File: src/rtl/uart_rx_stream_ctrl_pkg.sv
// Shared definitions for the UART receive stream controller: FSM states,
// clock frequency and the baud-select to bit-period table.
package uart_rx_stream_ctrl_pkg;

    localparam int CLK_HZ = 25_000_000;

    localparam logic [19:0] PERIOD_9600   = 20'(CLK_HZ / 9600);    // 2604
    localparam logic [19:0] PERIOD_19200  = 20'(CLK_HZ / 19200);   // 1302
    localparam logic [19:0] PERIOD_57600  = 20'(CLK_HZ / 57600);   // 434
    localparam logic [19:0] PERIOD_115200 = 20'(CLK_HZ / 115200);  // 217

    typedef enum logic [1:0] {
        IDLE     = 2'd0,
        CAPTURE  = 2'd1,
        WAIT_CLR = 2'd2,
        CFG_RST  = 2'd3
    } state_t;

    function automatic logic [19:0] period_for(input logic [1:0] sel);
        logic [19:0] p;
        case (sel)
            2'd0:    p = PERIOD_9600;
            2'd1:    p = PERIOD_19200;
            2'd2:    p = PERIOD_57600;
            default: p = PERIOD_115200;
        endcase
        return p;
    endfunction

endpackage

File: src/rtl/uart_rx_stream_ctrl_byte_fifo.sv
// First-word fall-through byte FIFO with flush; a push into a full FIFO is
// accepted only when a pop frees a slot in the same cycle, otherwise dropped.
module byte_fifo #(
    parameter int DEPTH = 16,
    parameter int CNT_W = $clog2(DEPTH) + 1
) (
    input  logic             i_Clk,
    input  logic             i_Rst_n,
    input  logic             i_Push,
    input  logic [7:0]       i_Data,
    input  logic             i_Pop,
    input  logic             i_Flush,
    output logic [7:0]       o_Data,
    output logic             o_Valid,
    output logic [CNT_W-1:0] o_Count,
    output logic             o_Drop
);
    localparam int AW = $clog2(DEPTH);

    logic [7:0]       r_mem [DEPTH];
    logic [AW-1:0]    r_wr_ptr;
    logic [AW-1:0]    r_rd_ptr;
    logic [CNT_W-1:0] r_count;
    logic             w_empty;
    logic             w_full;
    logic             w_pop;
    logic             w_push;

    assign w_empty = (r_count == '0);
    assign w_full  = (r_count == CNT_W'(DEPTH));
    // Flush wins over any pop issued in the same cycle.
    assign w_pop   = i_Pop && !w_empty && !i_Flush;
    assign w_push  = i_Push && !i_Flush && (!w_full || w_pop);
    assign o_Drop  = i_Push && !i_Flush && !w_push;

    assign o_Valid = !w_empty;
    assign o_Data  = w_empty ? 8'h00 : r_mem[r_rd_ptr];
    assign o_Count = r_count;

    always_ff @(posedge i_Clk) begin
        if (w_push) begin
            r_mem[r_wr_ptr] <= i_Data;
        end
    end

    always_ff @(posedge i_Clk or negedge i_Rst_n) begin
        if (!i_Rst_n) begin
            r_wr_ptr <= '0;
            r_rd_ptr <= '0;
            r_count  <= '0;
        end else if (i_Flush) begin
            r_wr_ptr <= '0;
            r_rd_ptr <= '0;
            r_count  <= '0;
        end else begin
            if (w_push) r_wr_ptr <= r_wr_ptr + AW'(1);
            if (w_pop)  r_rd_ptr <= r_rd_ptr + AW'(1);
            case ({w_push, w_pop})
                2'b10:   r_count <= r_count + CNT_W'(1);
                2'b01:   r_count <= r_count - CNT_W'(1);
                default: r_count <= r_count;
            endcase
        end
    end

endmodule

File: src/rtl/uart_rx_stream_ctrl.sv
// Hands bytes from a UART decoder into a FWFT FIFO, tracks drops, and applies
// baud reconfiguration by resetting the decoder and flushing the FIFO.
module uart_rx_stream_ctrl
    import uart_rx_stream_ctrl_pkg::*;
#(
    parameter int DEPTH = 16,
    parameter int CNT_W = $clog2(DEPTH) + 1
) (
    input  logic             i_Clk,
    input  logic             i_Rst_n,
    input  logic [1:0]       i_Baud_Sel,
    input  logic             i_Cfg_Load,
    output logic [19:0]      o_Period,
    output logic             o_Dec_Rst,
    input  logic             i_Dec_Ready,
    input  logic [7:0]       i_Dec_Byte,
    output logic             o_Dec_Release,
    output logic [7:0]       o_Data,
    output logic             o_Valid,
    input  logic             i_Ready,
    output logic [CNT_W-1:0] o_Count,
    output logic             o_Overflow,
    input  logic             i_Clr_Ovf,
    output logic [7:0]       o_Drop_Cnt
);
    state_t      r_state;
    state_t      w_state_next;
    logic        r_cfg_pend;
    logic [1:0]  r_cfg_sel;
    logic        r_cfg_cnt;
    logic [19:0] r_period;
    logic        r_dec_rst;
    logic        r_overflow;
    logic [7:0]  r_drop_cnt;
    logic        w_push;
    logic        w_flush;
    logic        w_drop;
    logic        w_enter_cfg;

    always_comb begin
        w_state_next  = r_state;
        o_Dec_Release = 1'b0;
        w_push        = 1'b0;
        w_flush       = 1'b0;
        case (r_state)
            IDLE: begin
                if (i_Cfg_Load || r_cfg_pend) w_state_next = CFG_RST;
                else if (i_Dec_Ready)         w_state_next = CAPTURE;
            end
            CAPTURE: begin
                o_Dec_Release = 1'b1;
                w_push        = 1'b1;
                w_state_next  = WAIT_CLR;
            end
            WAIT_CLR: begin
                if (!i_Dec_Ready) w_state_next = IDLE;
            end
            CFG_RST: begin
                w_flush = 1'b1;
                if (r_cfg_cnt) w_state_next = IDLE;
            end
            default: w_state_next = IDLE;
        endcase
    end

    assign w_enter_cfg = (r_state == IDLE) && (w_state_next == CFG_RST);

    always_ff @(posedge i_Clk or negedge i_Rst_n) begin
        if (!i_Rst_n) begin
            r_state    <= IDLE;
            r_cfg_pend <= 1'b0;
            r_cfg_sel  <= 2'd0;
            r_cfg_cnt  <= 1'b0;
            r_period   <= PERIOD_9600;
            r_dec_rst  <= 1'b1;
        end else begin
            r_state   <= w_state_next;
            // Registered so it can read high during reset yet track CFG_RST exactly.
            r_dec_rst <= (w_state_next == CFG_RST);
            r_cfg_cnt <= (r_state == CFG_RST);
            if (w_enter_cfg) begin
                r_period   <= period_for(i_Cfg_Load ? i_Baud_Sel : r_cfg_sel);
                r_cfg_pend <= 1'b0;
            end else if (i_Cfg_Load) begin
                r_cfg_pend <= 1'b1;
                r_cfg_sel  <= i_Baud_Sel;
            end
        end
    end

    always_ff @(posedge i_Clk or negedge i_Rst_n) begin
        if (!i_Rst_n) begin
            r_overflow <= 1'b0;
            r_drop_cnt <= 8'd0;
        end else if (w_drop) begin
            r_overflow <= 1'b1;
            if (i_Clr_Ovf)                r_drop_cnt <= 8'd1;
            else if (r_drop_cnt != 8'hFF) r_drop_cnt <= r_drop_cnt + 8'd1;
        end else if (i_Clr_Ovf) begin
            r_overflow <= 1'b0;
            r_drop_cnt <= 8'd0;
        end
    end

    byte_fifo #(
        .DEPTH (DEPTH),
        .CNT_W (CNT_W)
    ) u_fifo (
        .i_Clk   (i_Clk),
        .i_Rst_n (i_Rst_n),
        .i_Push  (w_push),
        .i_Data  (i_Dec_Byte),
        .i_Pop   (i_Ready),
        .i_Flush (w_flush),
        .o_Data  (o_Data),
        .o_Valid (o_Valid),
        .o_Count (o_Count),
        .o_Drop  (w_drop)
    );

    assign o_Period   = r_period;
    assign o_Dec_Rst  = r_dec_rst;
    assign o_Overflow = r_overflow;
    assign o_Drop_Cnt = r_drop_cnt;

endmodule

File: config.mk
export PLATFORM = sky130hd
export DESIGN_NAME = uart_rx_stream_ctrl
export DESIGN_NICKNAME = d
export VERILOG_FILES = /design/src/rtl/uart_rx_stream_ctrl_pkg.sv /design/src/rtl/uart_rx_stream_ctrl_byte_fifo.sv /design/src/rtl/uart_rx_stream_ctrl.sv
export SDC_FILE = /design/constraint.sdc
export NUM_CORES = 1
export LEC_CHECK = 0
export BUFFER_PORTS_ARGS = -buffer_cell sky130_fd_sc_hd__buf_2
export CORE_MARGIN = 1
export CORE_UTILIZATION = 51
export CTS_BUF_LIST = sky130_fd_sc_hd__clkbuf_4 sky130_fd_sc_hd__clkbuf_8
export CTS_CLUSTER_SIZE = 14
export DETAILED_ROUTE_END_ITERATION = 16
export PLACE_DENSITY = 0.74
export SLEW_MARGIN = 40
export SYNTH_ARGS = -nofsm -noshare
export SYNTH_HDL_FRONTEND = slang
export SYNTH_HIERARCHICAL = 1
export SYNTH_SLANG_ARGS = --single-unit
File: constraint.sdc
create_clock -name i_Clk -period 2.4 [get_ports i_Clk]
set_input_delay 0.24 -clock i_Clk [delete_from_list [all_inputs] [get_ports i_Clk]]
set_output_delay 0.24 -clock i_Clk [all_outputs]
set_load 0.1 [all_outputs]
# [Word-level counts from Yosys, hierarchy flattened]
# Memories as Yosys holds them, arrays and structs flattened.
# Index checks and enable logic that the tools add are counted.
[totals] ff_bits=49 wordCells=75 inputBits=16 rom_bits=0 mem_bits_rw=128 out_inout_bits=45 mem_count=1 latchBits=0
[memory_table] name="u_fifo.r_mem" depth=16 width=8 read_ports=1 rd_clocked_by_memory_dff=0 write_ports=1 line="uart_rx_stream_ctrl_byte_fifo.sv:20" rtl="logic [7:0] r_mem [DEPTH];"
[classes] bitwise=0 n_mul=0 addsub=5 n_eq_ne=10 n_shift=0 reduce_logical=22 div=0 magnitude_cmp=0 muxes=26
[op_table] op="8-bit 2-to-1 mux" n=5
[op_table] op="12-bit case mux with 3 select lines" n=1
[op_table] op="4-bit 2-to-1 mux" n=4
[op_table] op="2-bit == test (second input constant)" n=5
[op_table] op="2-bit 2-to-1 mux" n=5
[op_table] op="5-bit case mux with 2 select lines" n=1
[op_table] op="2-bit nonzero test" n=5
[op_table] op="4-bit by 1-bit adder with 4-bit output (second input constant)" n=2
[op_table] op="8-bit by 1-bit adder with 8-bit output (second input constant)" n=1
[op_table] op="1-bit 2-to-1 mux" n=8
[op_table] op="8-bit != test (second input constant)" n=1
[op_table] op="2-bit case mux with 4 select lines" n=1
[op_table] op="2-bit by 1-bit == test with 1-bit output (second input constant)" n=3
[op_table] op="1-bit logical AND" n=6
[op_table] op="5-bit by 1-bit adder with 5-bit output (second input constant)" n=1
[op_table] op="5-bit == test (second input constant)" n=1
[op_table] op="5-bit logical NOT" n=1
[op_table] op="5-bit 2-to-1 mux" n=1
[op_table] op="5-bit by 1-bit subtractor with 5-bit output (second input constant)" n=1
[op_table] op="1-bit logical NOT" n=4
[op_table] op="2-bit logical NOT" n=2
[op_table] op="3-bit nonzero test" n=1
[op_table] op="1-bit logical OR" n=2
[op_table] op="2-bit AND reduction" n=1

# [Longest topological paths before layout]
# Gate-level depths: netlist (run 1).
[depth] word_depth=10 mapped_depth=10 depth_no_buf=9

# [Modules after synthesis]
# Netlist (run 1), hierarchy kept.
[modules_own_cells] module="byte_fifo" area_each_um2=5923.2 seq_area_each_um2=4169.0 n_inst=1 cells_each=325
[modules_own_cells] module="uart_rx_stream_ctrl" area_each_um2=1291.2 seq_area_each_um2=631.9 n_inst=1 cells_each=114

# [Least setup slack after synthesis (run 1)]
# No wires, ideal clock.
[synth_timing] path_kind="register -> output" startpoint="reg u_fifo.r_count[0], in the netlist u_fifo/o_Count[0]" endpoint="out o_Data[0]" arrival_ns=3.664 stages_incl_launch_ff=5 setup_slack_ns=-1.504 required_ns=2.160 path_buffers=1 cell_sequence="dfrtp_1 or4_1 buf_2 nor2_2 a211oi_1"
[synth_between] elab_chain_cells=2
[synth_rtl] item="start: declaration" line="uart_rx_stream_ctrl_byte_fifo.sv:23" rtl="logic [CNT_W-1:0] r_count;"
[synth_rtl] item="start signal: assignment" line="uart_rx_stream_ctrl_byte_fifo.sv:59" rtl="2'b10: r_count <= r_count + CNT_W'(1);"
[synth_rtl] item="start signal: assignment" line="uart_rx_stream_ctrl_byte_fifo.sv:60" rtl="2'b01: r_count <= r_count - CNT_W'(1);"
[synth_rtl] item="start signal: assignment" line="uart_rx_stream_ctrl_byte_fifo.sv:61" rtl="default: r_count <= r_count;"
[synth_rtl] item="5-bit logical NOT" line="uart_rx_stream_ctrl_byte_fifo.sv:29" rtl="assign w_empty = (r_count == '0);"
[synth_rtl] item="8-bit 2-to-1 mux" line="uart_rx_stream_ctrl_byte_fifo.sv:37" rtl="assign o_Data = w_empty ? 8'h00 : r_mem[r_rd_ptr];"
[synth_rtl] item="end: declaration" line="uart_rx_stream_ctrl.sv:18" rtl="output logic [7:0] o_Data,"
# No other way between the ends.

# [Final worst setup path (run 1)]
[layout_timing] startpoint="reg u_fifo.r_rd_ptr[1]" endpoint="out o_Data[2]"
[layout_between] elab_chain_cells=2
[layout_rtl] item="start: declaration" line="uart_rx_stream_ctrl_byte_fifo.sv:22" rtl="logic [AW-1:0] r_rd_ptr;"
[layout_rtl] item="start signal: assignment" line="uart_rx_stream_ctrl_byte_fifo.sv:57" rtl="if (w_pop) r_rd_ptr <= r_rd_ptr + AW'(1);"
[layout_rtl] item="memory read 16 x 8 bit"
[layout_rtl] item="8-bit 2-to-1 mux" line="uart_rx_stream_ctrl_byte_fifo.sv:37"
# No other way between the ends.

==> results of run 1 <==
==> routing by layer <==
layer  global-route usage, %  share of wire (%)  up-vias
met3                    5.12                5.5       13
met2                    34.5                 51      127
met4                    6.40                1.5        0
met1                    27.0                 42     2095
li1                        -                  -     1859
met5                       0                  0        -
==> per-stage QoR <==
step | power [mW] | TNS [ps]
after floorplan | 7.82 | -2370
after global placement | 8.89 | -79.0
after detailed placement | 8.99 | -111
after CTS | 11.6 | -1240
after global routing | 12.2 | -1610
final | 11.7 | -659
==> cell families (layout without fill, tap and decap cells) <==
| kind of cell | count (synthesis) | after routing |
|---|---|---|
| flops | 166 | 166 |
| compound gates | 50 | 50 |
| xor+xnor | 5 | 5 |
| buf+inv | 54 | 151 |
| other cells | 1 | 8 |
| mux | 62 | 62 |
| simple gates | 87 | 87 |
| fa+ha+maj | 14 | 14 |
==> how the worst max path moves through the flow <==
| stage | to | cells after the start | start |
|---|---|---|---|
| final | o_Data[2] | 7 | u_fifo/r_rd_ptr[1] |
| after global routing | o_Data[6] | 7 | u_fifo/r_rd_ptr[1] |
| after detailed placement | u_fifo/o_Count[4] | 9 | u_fifo/o_Count[0] |
| after CTS | o_Data[6] | 8 | u_fifo/r_rd_ptr[1] |
| after global placement | u_fifo/o_Count[4] | 9 | u_fifo/o_Count[0] |
| after floorplan | u_fifo/o_Count[4] | 10 | u_fifo/o_Count[0] |
==> placed cells by master, fill, tap and decap left out, drive strengths merged, types with 4 or more instances in the layout <==
cell type	instances
a211oi	19
a21oi	7
a31oi	4
and2	8
and3	5
buf	96
clkbuf	19
clkinv	4
conb	8
dfrtp	33
dfstp	5
edfxtp	128
ha	13
inv	25
mux2	15
mux2i	15
mux4	32
nand2	11
nand2b	4
nand3	9
nor2	19
nor2b	11
nor3	9
o211ai	4
o21ai	5
xor2	4
==> sequential cells by signal (all words and copies together) (netlist names) <==
name	flops
u_fifo/o_Count	5
r_cfg_pend	1
r_cfg_sel	2
r_cfg_cnt	1
o_Period	9
u_fifo/r_rd_ptr	4
r_state	2
o_Drop_Cnt	8
u_fifo/r_wr_ptr	4
o_Overflow	1
o_Dec_Rst	1
u_fifo/r_mem	128
==> where the power goes <==
group          switching (mW)  total [mW]  internal, mW  leakage (nW)
registers               0.180        3.59          3.41          1.62
clock network           0.949        1.98          1.03         0.194
logic                    3.83        6.12          2.28          1.42
==> what timing repair did <==
| action | CTS | global route |
|---|---|---|
| endpoints found under the hold margin | 33 | 0 |
| hold buffers | 1 | 0 |
| endpoints found under the setup margin | 11 | 15 |
| cloned | 2 | 1 |
| setup buffers | 6 | 3 |
| resized for setup | 40 | 21 |
| pin swaps | 9 | 15 |
==> layout make-up <==
| class | instances | area [um^2] | share of cell area, % |
|---|---|---|---|
| clock buffers | 18 | 241 | 2.71 |
| multi-input cells | 226 | 2510 | 28.2 |
| well taps | 180 | 225 | 2.53 |
| clock inverters | 12 | 153 | 1.71 |
| repair buffers | 99 | 865 | 9.71 |
| flip-flops and latches | 166 | 4820 | 54.1 |
| inverters | 22 | 85.1 | 0.956 |
==> critical path: cells and delay by family, from the launching register on <==
family | cells | cell delay (ps)
and+or+nand+nor | 1 | 140
muxes | 1 | 510
DFF | 1 | 430
AOI/OAI and AO/OA | 2 | 240
buffers and inverters | 3 | 490
==> metrics, run 1 <==
status=finished, violations left; violated checks=setup timing; Antenna Nets Post-Route=0; antenna cell count=0; simple-gate share of the synthesized area=6.66%; Reg-to-Reg End=u_fifo/o_Count[4]; # nets final=562; Vias/cell=5.66; first-pass GRT wire length=22000 um; synth cell count leaders=edfxtp_1 (128), dfrtp_1 (33), mux4_2 (32); Die Span X=121 um; IO Port Bufs=52; Final Setup Violations=9; Unique masters post-synth=58; Die Footprint=14600 um^2; FF+latch count, synth=166; share of cells above drive strength 1=44.8%; Inst Count DP=681; post-synthesis compound-gate area fraction=5.24%; fmax=400 MHz; worst-margin pin slew=670 ps; Post-Syn Instances=439; H-tree depth=4; worst reg2reg path depth=9; mux share of post-synthesis cell area=14.5%; WHS Endpoint=r_state[0]; Synth Area in Adders=2.53%; Mapped Area=7210 um^2; cell mode on critical path=buf_12; endpoints failing hold=0; Die H=121 um; Synth area leader=edfxtp_1; most frequent cell after synthesis=edfxtp_1; R2R setup slack=-80 ps; worst hold path class=in2reg; Util after Layout=64.4%; CP Data Required Time=2160 ps; Crit. End Element=output port; Post-Synth XOR/XNOR Area=0.607%; Placer Congestion=0.840; number of synthesized flops with an enable pin=128; Layout Skew=10.8 ps; WL/cell=19.6 um; clk buf depth=2; critical path fanouts, max=7; worst vdd ir=0.00150 V; global route total overflow=0; slew margin rel.=55.3%; DR pass1 iterations=4; DR DRC count=0; critical path type=reg2out; final instance area=8900 um^2; Total GRT Usage=20.7%; Post-Layout Cell Count=723; Seq/Total Area, Yosys=66.5%; vias in the first global route=4149; Area after DPL=8100 um^2; synth top area cells=edfxtp_1 (53%), dfrtp_1 (11%), mux4_2 (10%); Via Count=4094; final WL=14100 um; syn avg cell area=16.4 um^2; Critical Path AT=2260 ps; # rows=43; Max Cap Viol=0; RSZ-0062 raised after global routing=yes; CTS Buf Count=17; CP Cell Sequence=buf_12, mux4_2, nor2b_4, a211oi_2, buf_4, a211oi_4, buf_12; WHS Path Cells=3; top-area cell type share of the netlist area=53.3%; Starting DRT DRC Count=315; Slew Limit Fails=0; top_reg_cell synth=edfxtp_1; Hold Slack=64.8 ps; largest net degree at the start of global routing=39; pwr dens=1310 nW/um^2; Pleak=3.24 nW; clk_lat worst skew=430 ps; slowest cell delay on critical path=510 ps; yosys warns=6; final period utilization=104%; antenna violations before repair=0; hold path startpoint=i_Dec_Ready; Worst-path clk slew=80 ps; Fillers=928; Starting Density=52.2%; Critical-path top delay cell=mux4_2; CTS tree=done; R2R Path Start=u_fifo/o_Count[2]; asr flop ratio synth=22.9%; Critical Path Start Type=flip-flop; Place WS=-96.1 ps; HPWL after DPL=8930 um; I/O pins=61; Core Area=13800 um^2; Root Driver=clkbuf_8; largest family of logic cells by synthesized area=multiplexers; Area Growth Syn to Fin=23.4%; fin worst setup slack=-101 ps; CTS sink count=166; Final min period=2500 ps
Note: power is estimated with default switching activity, not from simulation.
==> run 2: changes to the inputs <==
TNS_END_PERCENT = 50   (was unset)
==> run 2 against run 1 <==
  * The run ends with DRC, setup timing left
  * Hold slack better by 17 ps
  * Highest routed layer unchanged
  * Clock power is 7% lower
  * Utilization is 0.33 points higher
  * Register-to-register slack worse by 30 ps
  * Largest power group unchanged
==> metrics, run 2 (synthesis gave the netlist of run 1 again) <==
status=finished, violations left; violated checks=DRC, setup timing; H-tree depth=4 (unchanged); I/O pins=61 (unchanged); Crit path max-delay family=buffers and inverters; WHS Path Cells=2 (-1); CP Data Required Time=2160 ps (about the same); worst-margin pin slew=738 ps (+67.6 ps); Crit. End Element=output port; Root Driver=clkbuf_8; Max Cap Viol=0 (unchanged); max reg flops=128 (unchanged); IO Port Bufs=52 (unchanged); Pleak=3.28 nW (+1.5%); Final Setup Violations=10 (+1); first-pass GRT wire length=23200 um (+5.4%); HPWL after DPL=9450 um (+5.7%); Sequential Power Share=31.0% (+0.3 points); slowest cell delay on critical path=520 ps (about the same); Final min period=2580 ps (+77.8 ps); R2R setup slack=-110 ps (-30 ps); worst hold path class=in2reg; CTS Buf Count=17 (unchanged); fin worst setup slack=-179 ps (-77.8 ps); Core Area=13800 um^2 (unchanged); Int Power=6.55 mW (-2.7%); RSZ-0062 raised after global routing=yes; R2R Path Start=u_fifo/o_Count[2]; largest net degree at the start of global routing=39 (unchanged); worst reg2reg path depth=9 (unchanged); Most flops, register=u_fifo/r_mem; final period utilization=107% (+3.2 points); Die Span X=121 um (unchanged); CTS sink count=166 (unchanged); Starting Density=52.2% (unchanged); Total GRT Usage=21.9% (+1.2 points); Critical Path AT=2340 ps (+80 ps); Net Switching=5.06 mW (+1.9%); Fillers=937 (+0.97%); Die H=121 um (unchanged); # nets final=569 (+1.2%); DR DRC count=2 (+2); hold path startpoint=i_Clr_Ovf; Reg-to-Reg End=u_fifo/o_Count[4]; DR pass1 iterations=11 (+7); final setup TNS=-1340 ps (-678 ps); clk buf depth=2 (unchanged); antenna cell count=0 (unchanged); Critical Path Start Type=flip-flop; Via Count=4191 (+2.4%); fmax=388 MHz (-3.0%); critical path fanouts, max=14 (+7); endpoints failing hold=0 (unchanged); Antenna Nets Post-Route=0 (unchanged); pwr dens=1300 nW/um^2 (-1.2%); Slew Limit Fails=0 (unchanged); slew margin rel.=50.8% (-4.5 points); final WL=15000 um (+5.8%); Area Growth Syn to Fin=24.1%; critical path type=reg2out; Gate power share=53.2% (+0.9 points); CTS tree=done; clk_lat worst skew=450 ps (+20 ps); WL/cell=20.5 um (+4.5%); most common cell after layout, fill and taps aside=edfxtp_1; worst vdd ir=0.00177 V (+18%); Die Footprint=14600 um^2 (unchanged); Layout Skew=11.2 ps (+0.366 ps); clock network power share=15.8% (-1.1 points); WHS Endpoint=o_Drop_Cnt[6]; Vias/cell=5.73 (+1.1%); Hold Slack=82.2 ps (+17.5 ps); Starting DRT DRC Count=425 (+35%); CP Cell Sequence=buf_4, buf_16, mux4_2, a211oi_2, buf_4, a211oi_4, buf_12; Placer Congestion=0.827 (-1.5%); sw frac=43.6% (+1.1 points); vias in the first global route=4279 (+3.1%); Critical-path top delay cell=mux4_2; WP buf/inv=4 (+1); # rows=43 (unchanged); antenna violations before repair=0 (unchanged); global route total overflow=0 (unchanged); cell mode on critical path=buf_4; Worst-path clk slew=80 ps (about the same); most frequent cells in the layout=edfxtp_1 (128), buf_2 (42), buf_4 (40), mux4_2 (32), dfrtp_1 (27); share of cells above drive strength 1=47.1% (+2.4 points)
## run 2: changes by cell type in the layout (fill, tap and decap cells not counted), moves of 3 or more
cell	delta
and2_1	-8
and2_2	+8
buf_4	+4
buf_6	+4
nand3_2	-3
## run 2: cell type report
class	instances	area (um^2)	area share [%]
Sequential cell	166	4820	53.8
Multi-Input combinational cell	226	2540	28.4
Timing Repair Buffer	106	915	10.2
Clock buffer	20	256	2.87
Tap cell	180	225	2.52
Clock inverter	12	104	1.16
Inverter	22	90.1	1.01
## run 2: timing repair
item	CTS	global route
resized for setup	59	32
buffers inserted	4	3
gates cloned	2	1
endpoints found under the setup margin	57	87
hold endpoints to repair	33	0
pin swaps	17	11
hold buffers	1	0
## run 2: worst max path at each step
stage / cells past startpoint / to / start / slack, ps
after floorplan: 10 / u_fifo/o_Count[4] / u_fifo/o_Count[0] / -400
after global placement: 7 / o_Drop_Cnt[5] / u_fifo/o_Count[0] / -120
after detailed placement: 7 / o_Drop_Cnt[5] / u_fifo/o_Count[0] / -230
after CTS: 8 / o_Data[4] / u_fifo/r_rd_ptr[1] / -230
after global routing: 7 / o_Data[2] / u_fifo/r_rd_ptr[1] / -250
final: 7 / o_Data[6] / u_fifo/r_rd_ptr[1] / -180
## run 2: metrics by stage
step / util [%] / worst slack (ps) / area, um^2 / std cells / total power [mW]
6_report: 64.7 / -179 / 8950 / 732 / 11.6
5_1_grt: 64.7 / -254 / 8950 / 732 / 12.1
4_1_cts: 63.8 / -226 / 8820 / 729 / 11.4
3_5_place_dp: 58.8 / -233 / 8130 / 690 / 8.98
3_3_place_gp: 58.8 / -125 / 8130 / 690 / 8.86
2_1_floorplan: - / -396 / 7470 / 446 / 7.82
## run 2: layer usage
layer / track usage (%) / wire, um / vias to the layer above
met3: 5.17 / 683 / 13
met5: 0 / 0 / -
met1: 28.8 / 6360 / 2181
met2: 36.6 / 7780 / 120
met4: 6.25 / 149 / 0
li1: - / - / 1877
## run 2: worst register-to-register path, cell delays in order (launching register included)
cell and delay [ps]:
dfrtp_4 480, or4_4 570, o21ai_4 140, or3_4 150
inv_4 50, ha_4 260, nor2_2 50, a2111o_1 390
o22a_1 210, a31oi_1 130
## run 2: power groups by stage
stage | Clock, mW | Combinational [mW] | Sequential, mW
after floorplan | 0 | 3.32 | 4.49
after global placement | 0 | 5.24 | 3.62
after detailed placement | 0 | 5.35 | 3.64
after CTS | 1.87 | 5.98 | 3.59
after global routing | 1.98 | 6.44 | 3.63
final | 1.84 | 6.17 | 3.59
==> run 3: changes to the inputs <==
PLACE_DENSITY = 0.72   (was 0.74)
clock period = 2.5 ns   (was 2.4 ns; I/O delays follow)
==> run 3 against run 2 <==
  * Worst setup slack improved by 96 ps
  * Combinational power is 7.6% lower
  * Critical path depth is 1 lower
  * Critical endpoint unchanged
  * Non-clock buffer count is 5 lower
  * First-iteration DRC count decreased by 26%
  * Design area fell by 1.7%
  * Clock skew is 2.7 ps lower
  * Clock-buffer cell count decreased by 2
  * Largest power group unchanged
  * The flow finishes with violations (setup timing)
  * Global-route usage fell by 0.30 points
==> metrics, run 3 (synthesis gave the netlist of run 1 again) <==
status=finished, violations left; violated checks=setup timing; Slew Limit Fails=0 (unchanged); H-tree depth=4 (unchanged); clk_lat worst skew=440 ps (about the same); WL/cell=19.8 um (-3.3%); share of cells above drive strength 1=43.1% (-4.0 points); final period utilization=103%; Area after DPL=8060 um^2 (-0.83%); IO Port Bufs=52 (unchanged); Area Growth Syn to Fin=22.0%; Pwr Total=11.0 mW (-5.6%); HPWL after DPL=9040 um (-4.3%); Antenna Nets Post-Route=0 (unchanged); CP Data Required Time=2250 ps (+90 ps); Vias/cell=5.67 (-1.0%); Layout Skew=8.50 ps (-2.69 ps); first-pass GRT wire length=22800 um (-1.9%); Pleak=3.20 nW (-2.4%); Place WS=-2.16 ps (+230 ps); most common cell after layout, fill and taps aside=edfxtp_1; Root Driver=clkbuf_8; final WL=14400 um (-3.9%); Critical Path Start Type=flip-flop; critical path type=reg2out; worst vdd ir=0.00155 V (-13%); # nets final=564 (-0.88%); CTS tree=done; # rows=43 (unchanged); Die Span X=121 um (unchanged); Die Footprint=14600 um^2 (unchanged); Worst-path clk slew=80 ps (about the same); global route total overflow=0 (unchanged); DR DRC count=0 (-2); CTS sink count=166 (unchanged); Placer Congestion=0.846 (+2.3%); worst-margin pin slew=681 ps (-57.3 ps); critical path fanouts, max=4 (-10); Final Setup Violations=9 (-1); Final min period=2580 ps; most frequent cells in the layout=edfxtp_1 (128), buf_2 (42), buf_4 (39), mux4_2 (32), dfrtp_1 (26); largest net degree at the start of global routing=39 (unchanged); clk buf depth=2 (unchanged); Starting Density=52.2% (unchanged); CTS Buf Count=17 (unchanged); Most flops, register=u_fifo/r_mem; Max Cap Viol=0 (unchanged); fin worst setup slack=-83.5 ps (+95.6 ps); vias in the first global route=4205 (-1.7%); I/O pins=61 (unchanged); Via Count=4119 (-1.7%); Starting DRT DRC Count=313 (-26%); slew margin rel.=54.6% (+3.8 points); Total GRT Usage=21.6% (-0.30 points); fmax=387 MHz; DR pass1 iterations=5 (-6); pwr dens=1250 nW/um^2 (-3.9%); final instance area=8800 um^2 (-1.7%); final setup TNS=-433 ps (+904 ps); antenna violations before repair=0 (unchanged); Core Area=13800 um^2 (unchanged); endpoints failing hold=0 (unchanged); RSZ-0062 raised after global routing=yes; Crit. End Element=output port; max reg flops=128 (unchanged); Die H=121 um (unchanged); Critical Path AT=2330 ps (about the same); antenna cell count=0 (unchanged); worst hold path class=in2reg
-- run 3: changes by cell type in the layout (fill, tap and decap cells not counted), moves of 4 or more --
cell        delta
buf_6          -4
mux2i_1        -4
clkinvlp_4     +4
nor2b_1        +4
and2_2         -8
nor2b_4        -4
nor3_4         -4
and2_1         +8
nor2_1         +5
-- run 3: worst max-delay path: stages (launching register included) --
cell and delay, ps:
dfrtp_2 450, buf_12 140, bufbuf_16 260, mux4_2 540, a211oi_4 260, a211oi_4 70
buf_12 170
-- run 3: what timing repair did --
| item | in CTS | in global routing |
|---|---|---|
| buffers inserted | 4 | 0 |
| hold endpoints to repair | 33 | 0 |
| cloned | 3 | 0 |
| endpoints found under the setup margin | 10 | 13 |
| hold buffers | 1 | 0 |
| gates resized for setup | 55 | 4 |
| pin swaps | 17 | 5 |
-- run 3: power by group --
part | switching, mW | internal, mW | total (mW) | leakage, nW
Sequential | 0.201 | 3.27 | 3.48 | 1.62
Combinational | 3.61 | 2.09 | 5.70 | 1.41
Clock | 0.982 | 0.802 | 1.78 | 0.171
-- run 3: layout make-up --
| class | instances | area, um^2 |
|---|---|---|
| Sequential cell | 166 | 4820 |
| Inverter | 22 | 85.1 |
| Tap cell | 180 | 225 |
| Multi-Input combinational cell | 226 | 2430 |
| Clock buffer | 18 | 241 |
| Fill cell | 991 | 5030 |
| Clock inverter | 14 | 129 |
| Timing Repair Buffer | 101 | 870 |
-- run 3: path summary, 6_finish.rpt --
kind,from,endpoint,slack (ps),cells after the start
max,u_fifo/r_rd_ptr[1],o_Data[6],-80,6
min,i_Dec_Ready,r_state[0],70,3
max reg2reg,u_fifo/o_Count[0],u_fifo/o_Count[4],-30,9
min reg2reg,r_cfg_cnt,o_Dec_Rst,480,1
max in group asynchronous,i_Rst_n,o_Period[2],1820,2
min in group asynchronous,i_Rst_n,o_Drop_Cnt[0],300,2
-- run 3: per-stage QoR --
step,std cells,util (%),hold WS [ps]
floorplan,446,-,-45.6
global route,727,63.6,53.5
global placement,688,58.3,399
finish,727,63.6,68.6
CTS,728,63.7,27.6
detailed placement,688,58.3,247
-- run 3: routing by layer --
| metal | global-route usage (%) | part of all wire, % | vias to the layer above |
|---|---|---|---|
| li1 | - | - | 1853 |
| met1 | 27.6 | 42 | 2132 |
| met2 | 36.9 | 53 | 114 |
| met3 | 4.51 | 4.1 | 20 |
| met4 | 7.18 | 1.5 | 0 |
| met5 | 0 | 0 | - |
